[config.mk]
export PLATFORM = sky130hd
export DESIGN_NAME = sample_buffer_ctrl
export DESIGN_NICKNAME = d
export VERILOG_FILES = /design/src/rtl/sample_buffer_ctrl.sv
export SDC_FILE = /design/constraint.sdc
export NUM_CORES = 2
export LEC_CHECK = 0
export BUFFER_PORTS_ARGS = -buffer_cell sky130_fd_sc_hd__buf_4
export CAP_MARGIN = 30
export CORE_UTILIZATION = 63
export DETAILED_ROUTE_END_ITERATION = 7
export PLACE_DENSITY = 0.79
export SLEW_MARGIN = 20
export SYNTH_ARGS = -nofsm -noshare
export SYNTH_HDL_FRONTEND = slang
export SYNTH_SLANG_ARGS = --single-unit
[constraint.sdc]
create_clock -name clk -period 3.2 [get_ports clk]
set_input_delay 0.64 -clock clk [delete_from_list [all_inputs] [get_ports clk]]
set_output_delay 0.64 -clock clk [all_outputs]
set_load 0.02 [all_outputs]
[src/rtl/sample_buffer_ctrl.sv]
//------------------------------------------------------------------------------
// Module   : sample_buffer_ctrl
// Purpose  : Frame buffer for IO samples with a CPU read window and status word.
// Revision : 1.0 - initial release
//------------------------------------------------------------------------------
`default_nettype none

module sample_buffer_ctrl #(
  parameter int          DATA_W    = 8,
  parameter int          DEPTH     = 256,
  parameter int          ADDR_W    = 8,
  parameter logic [15:0] BASE_ADDR = 16'h5500,
  parameter logic [15:0] STAT_ADDR = 16'h5002
) (
  input  logic              clk,
  input  logic              rst,
  input  logic              write_Buffer,
  input  logic [DATA_W-1:0] data_wr,
  input  logic              acknowledged,
  input  logic [15:0]       address,
  input  logic              read_IO,
  output logic [15:0]       data_read_out,
  output logic              read_valid,
  output logic [ADDR_W:0]   count,
  output logic              full,
  output logic              overflow,
  output logic              interrupt
);

  localparam logic [ADDR_W:0] c_depth = (ADDR_W+1)'(DEPTH);

  logic [DATA_W-1:0] r_mem [DEPTH];
  logic [ADDR_W:0]   r_count;
  logic              r_overflow;
  logic              r_interrupt;
  logic [15:0]       r_rdata;
  logic              r_rvalid;

  logic              w_full;
  logic              w_wr_accept;
  logic              w_wr_drop;
  logic [ADDR_W-1:0] w_idx;
  logic              w_win_hit;
  logic              w_stat_hit;
  logic              w_idx_valid;
  logic [31:0]       w_cnt_ext;
  logic [15:0]       w_status;

  assign w_full      = (r_count == c_depth);
  assign w_wr_accept = write_Buffer && !w_full && !acknowledged;
  assign w_wr_drop   = write_Buffer &&  w_full && !acknowledged;

  // Base address is DEPTH-aligned, so the window hit reduces to an upper-bit match.
  assign w_idx       = address[ADDR_W-1:0];
  assign w_win_hit   = read_IO && (address[15:ADDR_W] == BASE_ADDR[15:ADDR_W]);
  assign w_stat_hit  = read_IO && (address == STAT_ADDR);
  assign w_idx_valid = ({1'b0, w_idx} < r_count);
  assign w_cnt_ext   = 32'(r_count);
  assign w_status    = {r_overflow, w_full, 5'b0, w_cnt_ext[8:0]};

  // Sample storage carries no reset; stale entries are masked by the count.
  always_ff @(posedge clk) begin
    if (w_wr_accept && !rst) begin
      r_mem[r_count[ADDR_W-1:0]] <= data_wr;
    end
  end

  always_ff @(posedge clk) begin
    if (rst) begin
      r_count     <= '0;
      r_overflow  <= 1'b0;
      r_interrupt <= 1'b0;
    end else if (acknowledged) begin
      r_count     <= '0;
      r_overflow  <= 1'b0;
      r_interrupt <= 1'b0;
    end else begin
      if (w_wr_accept) begin
        r_count <= r_count + 1'b1;
        if (r_count == c_depth - 1'b1) begin
          r_interrupt <= 1'b1;
        end
      end
      if (w_wr_drop) begin
        r_overflow <= 1'b1;
      end
    end
  end

  // Reads see pre-edge state, so an entry being written this cycle reads as empty.
  always_ff @(posedge clk) begin
    if (rst) begin
      r_rdata  <= '0;
      r_rvalid <= 1'b0;
    end else if (w_stat_hit) begin
      r_rdata  <= w_status;
      r_rvalid <= 1'b1;
    end else if (w_win_hit) begin
      r_rdata  <= w_idx_valid ? 16'(r_mem[w_idx]) : 16'h0000;
      r_rvalid <= 1'b1;
    end else begin
      r_rdata  <= '0;
      r_rvalid <= 1'b0;
    end
  end

  assign data_read_out = r_rdata;
  assign read_valid    = r_rvalid;
  assign count         = r_count;
  assign full          = w_full;
  assign overflow      = r_overflow;
  assign interrupt     = r_interrupt;

endmodule

`default_nettype wire

### Word level (Yosys, flattened, before mapping)

Memory sizes are Yosys's and may differ from the RTL's.
Cells that the tools add are included.

| word-level totals | value |
|---|---|
| memories | 1 |
| flip-flop bits (word level) | 28 |
| RAM bits | 2,048 |
| word-level logic and storage cells | 34 |

| cells by class | value |
|---|---|
| multiplexer cells | 7 |
| add/sub/neg operators | 1 |
| equal/unequal tests | 4 |
| magnitude comparators | 1 |
| reductions and logical operators | 13 |
| bitwise operators | 1 |

Memories:

| name | depth | bits a word | read ports | clocked after Yosys merged registers in | write ports | RTL line | text |
|---|---|---|---|---|---|---|---|
| r_mem | 256 | 8 | 1 | 0 | 1 | 32 | `logic [DATA_W-1:0] r_mem [DEPTH];` |

Operators with widths:

| cell | count |
|---|---|
| == test 16 x 15 -> 1 bit (second input constant) | 1 |
| 2-to-1 mux 16 bit | 1 |
| 2-to-1 mux 8 bit | 2 |
| adder 9 x 1 -> 9 bit (second input constant) | 1 |
| == test 9 x 8 -> 1 bit (second input constant) | 1 |
| == test 9 bit (second input constant) | 1 |
| less-than comparator 8 x 9 -> 1 bit | 1 |
| == test 8 x 7 -> 1 bit (second input constant) | 1 |
| logical AND 1 bit | 7 |
| 2-to-1 mux 1 bit | 4 |
| zero test 1 bit | 3 |
| OR reduction 3 bit | 1 |
| AND reduction 2 bit | 1 |
| OR reduction 2 bit | 1 |
| NOT 1 bit | 1 |

### Depth between registers and ports, before layout

| logic depth | value |
|---|---|
| depth after elaboration | 7 |
| depth in mapped cells | 13 |

### Least setup slack after synthesis

OpenSTA, ideal clock, no wires.

| timing path | value |
|---|---|
| path type | register to register |
| from | register r_count[0] (netlist: count[0]) |
| to | memory r_mem[70][0] (enable) |
| library setup time | 383 ps |
| stages on the path, launching flop included | 9 |
| path slack | 343 ps |
| data arrival time | 2,474 ps |
| path buffers | 1 |
| data required time | 2,817 ps |
| clock period less this slack | 2,857 ps |
| cell sequence | dfxtp_1 -> inv_1 -> ha_1 -> nand3_1 -> o211ai_1 -> clkbuf_1 -> nor3_1 -> nand3_1 -> nor3_1 |

| between the ends | value |
|---|---|
| word-level cells in the longest chain between the ends | 7 |

RTL lines:

| item | RTL line | text |
|---|---|---|
| from (decl) | 33 | `logic [ADDR_W:0] r_count;` |
| from (signal assigned) | 79 | `r_count <= r_count + 1'b1;` |
| == test 9 bit | 49 | `assign w_full = (r_count == c_depth);` |
| zero test 1 bit | 50 | `assign w_wr_accept = write_Buffer && !w_full && !acknowledged;` |
| logical AND 1 bit (2 in a row) | 50 |  |
| logical AND 1 bit | 63 | `if (w_wr_accept && !rst) begin` |
| 2-to-1 mux 1 bit | 63 |  |
| 2-to-1 mux 1 bit (implied by the code) | 64 | `r_mem[r_count[ADDR_W-1:0]] <= data_wr;` |
| to (decl) | 32 |  |

Several ways; a longest one is shown, not always the timed one.

### Final worst setup path

| timing path | value |
|---|---|
| from | register r_count[0] (netlist: count[0]) |
| to | memory r_mem[83][4] (enable) |

Same word-level chain as after synthesis.

==> run summary <==
status = complete, no violations
Die Ht = 360 um
crit-path max cell delay = 0.65 ns
Max clock buf depth = 3
final critical-path required period = 3.09 ns
Min-Delay Path Class = in -> reg
commonest non-fill, non-tap cell in the layout = edfxtp_1
net switching power = 12100 uW
footprint of the multi-input gates = 17400 um2
# IOs = 58
period utilization = 96.5%
row cnt = 130
routability cong. = 1.00
Synth Flop Type = edfxtp_1
Non-Filler Instances = 6288
Crit. path cell count = 11
max frequency = 324 MHz
slew margin rel. = 30.1%
crit path kind = reg -> reg
Die X = 360 um
Ys Warns = 0
Worst EP required = 3.74 ns
Max stage delay cell, worst path = nor4_1
core area = 126000 um2
Post-synth EDFFs = 2048
Synth top area share = 76.2%
Reg clk slew, reported paths = 0.06 ns
RSZ-0062 raised after global routing = false
Hold Path Depth = 3
worst r2r path cells = 11
Clock Latency Late Sink = 0.84 ns
H-Tree Depth = 4
LEAKAGE = 0.0304 uW
family with the most delay on the worst path = simple AND/OR/NAND/NOR gates
vias in the first global route = 45120
grt ovf = 0
dpl cells = 5904
via count = 45848
Syn Inst Count = 3885
final WL = 236000 um
antenna violations before repair = 15
Critical Path End Type = flop
TritonCTS clock tree = yes
ANT nets after route = 0
largest net degree at the start of global routing = 95
max cap viols = 0
post-CTS setup buffer count = 0
combinational share of power = 5.7%
TNS Setup = 0 ns
Nets = 4503
register bit count reported by yosys = 2071
Seq/Total Area, Yosys = 76.8%
ys async rst share = 0%
worst slack at placement = -0.541 ns
Layout area overhead = 16.2%
number of iterations in the first detailed-routing pass = 6
CP Max Fanout = 15
register area = 62000 um2
Worst Path Arrival = 3.63 ns
internal cell power = 44600 uW
Via density = 7.29
synth top area cells = edfxtp_1, mux4_2, nor2_1, mux2i_1, a22oi_1
syn_area_per_cell = 20.8 um2
Slew Limit Fails = 0
first-pass GRT wire length = 331000 um
final worst-path setup slack = 0.113 ns
HPWL after detailed placement = 147000 um
sequential power share = 52.5%
Overall Power = 56700 uW
clock tree sinks = 2071
post-synth top area cell = edfxtp_1
most frequent cell on the critical path = buf_4
CTS Buf Count = 196
worst-margin pin slew = 1.04 ns
Clock Skews = 0.0319 ns
Initial Utilization = 63.8%
nature of the critical path startpoint = flop
most frequent cells in the layout = edfxtp_1, buf_4, mux4_2
Distinct cells, synth = 71
fill count = 6338
GRT Util Overall = 36.8%
Hold Violations, Final = 0
initial DRC count = 8280
I/O Buffers = 52
Power Dens Cells = 605 nW/um2
Avg WL per Cell = 37.6 um
endpoints failing setup = 0
critical path buffer and inverter count = 5
switching share of power = 21.3%
worst-path cell chain = inv_1 -> ha_1 -> nand3_1 -> o211ai_1 -> buf_4 -> nor4_1 -> buf_4 -> nand2_1 -> buf_4 -> nor2_1 -> buf_4
share of cells above drive strength 1 = 30.6%
Clock Power Share = 41.8%
die footprint = 130000 um2
IR Drop Worst-Case VDD = 634 uV
Root Driver = clkbuf_16
mapped cell area = 80700 um2
DRC viols = 0
==> what timing repair did <==
| action | 4_1_cts | 5_1_grt |
|---|---|---|
| endpoints found under the setup margin | 0 | 1 |
| hold buffers | 0 | 0 |
| resized for setup | 0 | 1 |
==> cell type report <==
class / count / area share [%]
Sequential cell: 2071 / 66.1
Multi-Input combinational cell: 1573 / 18.6
Timing Repair Buffer: 606 / 6.06
Clock buffer: 254 / 5.73
Tap cell: 1650 / 2.20
Clock inverter: 113 / 1.26
Inverter: 14 / 0.0574
Antenna cell: 7 / 0.0187
==> tightest hold or removal path, stage by stage <==
cell and delay [ns]:
buf_4 0.11, a31oi_1 0.08, nor2_1 0.08
==> power by group through the flow <==
stage               Combinational [uW]  Sequential [uW]  Clock, uW
floorplan                         1400            30400          0
global placement                  3000            30400          0
detailed placement                3070            30400          0
CTS                               3130            29800      23700
global route                      3270            29800      24600
finish                            3230            29800      23700
==> stage by stage <==
stage                     area [um2]  hold slack, ns  utilization [%]
after floorplan                80700           0.564                -
after global placement         87000           0.472             68.8
after detailed placement       87100           0.466             68.9
after CTS                      93700          0.0658             74.1
after global routing           93700           0.124             74.2
final                          93700          0.0993             74.2
==> worst paths after layout <==
kind	slack, ns	to	startpoint
hold / removal	0.1	overflow$_SDFFE_PP0P_	write_Buffer
setup / recovery	0.11	r_mem[83][4]$_DFFE_PP_	count[0]$_SDFFE_PP0N_
setup reg to reg	0.11	r_mem[83][4]$_DFFE_PP_	count[0]$_SDFFE_PP0N_
hold reg to reg	0.49	interrupt$_SDFFE_PP0P_	interrupt$_SDFFE_PP0P_
==> Yosys cell counts, types with 17 or more instances <==
| cell type | instances |
|---|---|
| edfxtp_1 | 2048 |
| o21ai_0 | 37 |
| mux4_2 | 483 |
| a22oi_1 | 78 |
| clkbuf_1 | 94 |
| o22ai_1 | 21 |
| buf_2 | 59 |
| nor2_1 | 301 |
| a221oi_1 | 22 |
| nand2_1 | 145 |
| buf_6 | 19 |
| mux2i_1 | 106 |
| a21oi_1 | 75 |
| buf_4 | 47 |
| dfxtp_1 | 23 |
| nor3_1 | 17 |
| o221ai_1 | 23 |
| mux2_2 | 29 |
| nand3_1 | 31 |
==> state kept, by name, indices dropped and copies added (netlist names) <==
signal,count
r_mem,2048
data_read_out,11
count,9
interrupt,1
overflow,1
read_valid,1
==> cell families (layout without fill, tap and decap cells) <==
kind of cell    count (synthesis)  count (layout)  share of synthesized area (%)
compound gates                346             346                           2.96
flops                        2071            2071                           76.8
buf+inv                       245             987                           1.67
mux                           618             618                           15.2
simple gates                  587             587                           3.14
fa+ha+maj                      12              12                          0.186
other cells                     1              12                        0.00465
xor+xnor                        5               5                         0.0543
==> per-layer routing <==
layer / track usage (%) / wire [um]
met5: 0 / 90
met4: 20.5 / 15200
met3: 13.2 / 38200
met2: 54.7 / 107000
met1: 47.9 / 75700
Note: power is estimated with default switching activity, not from simulation.
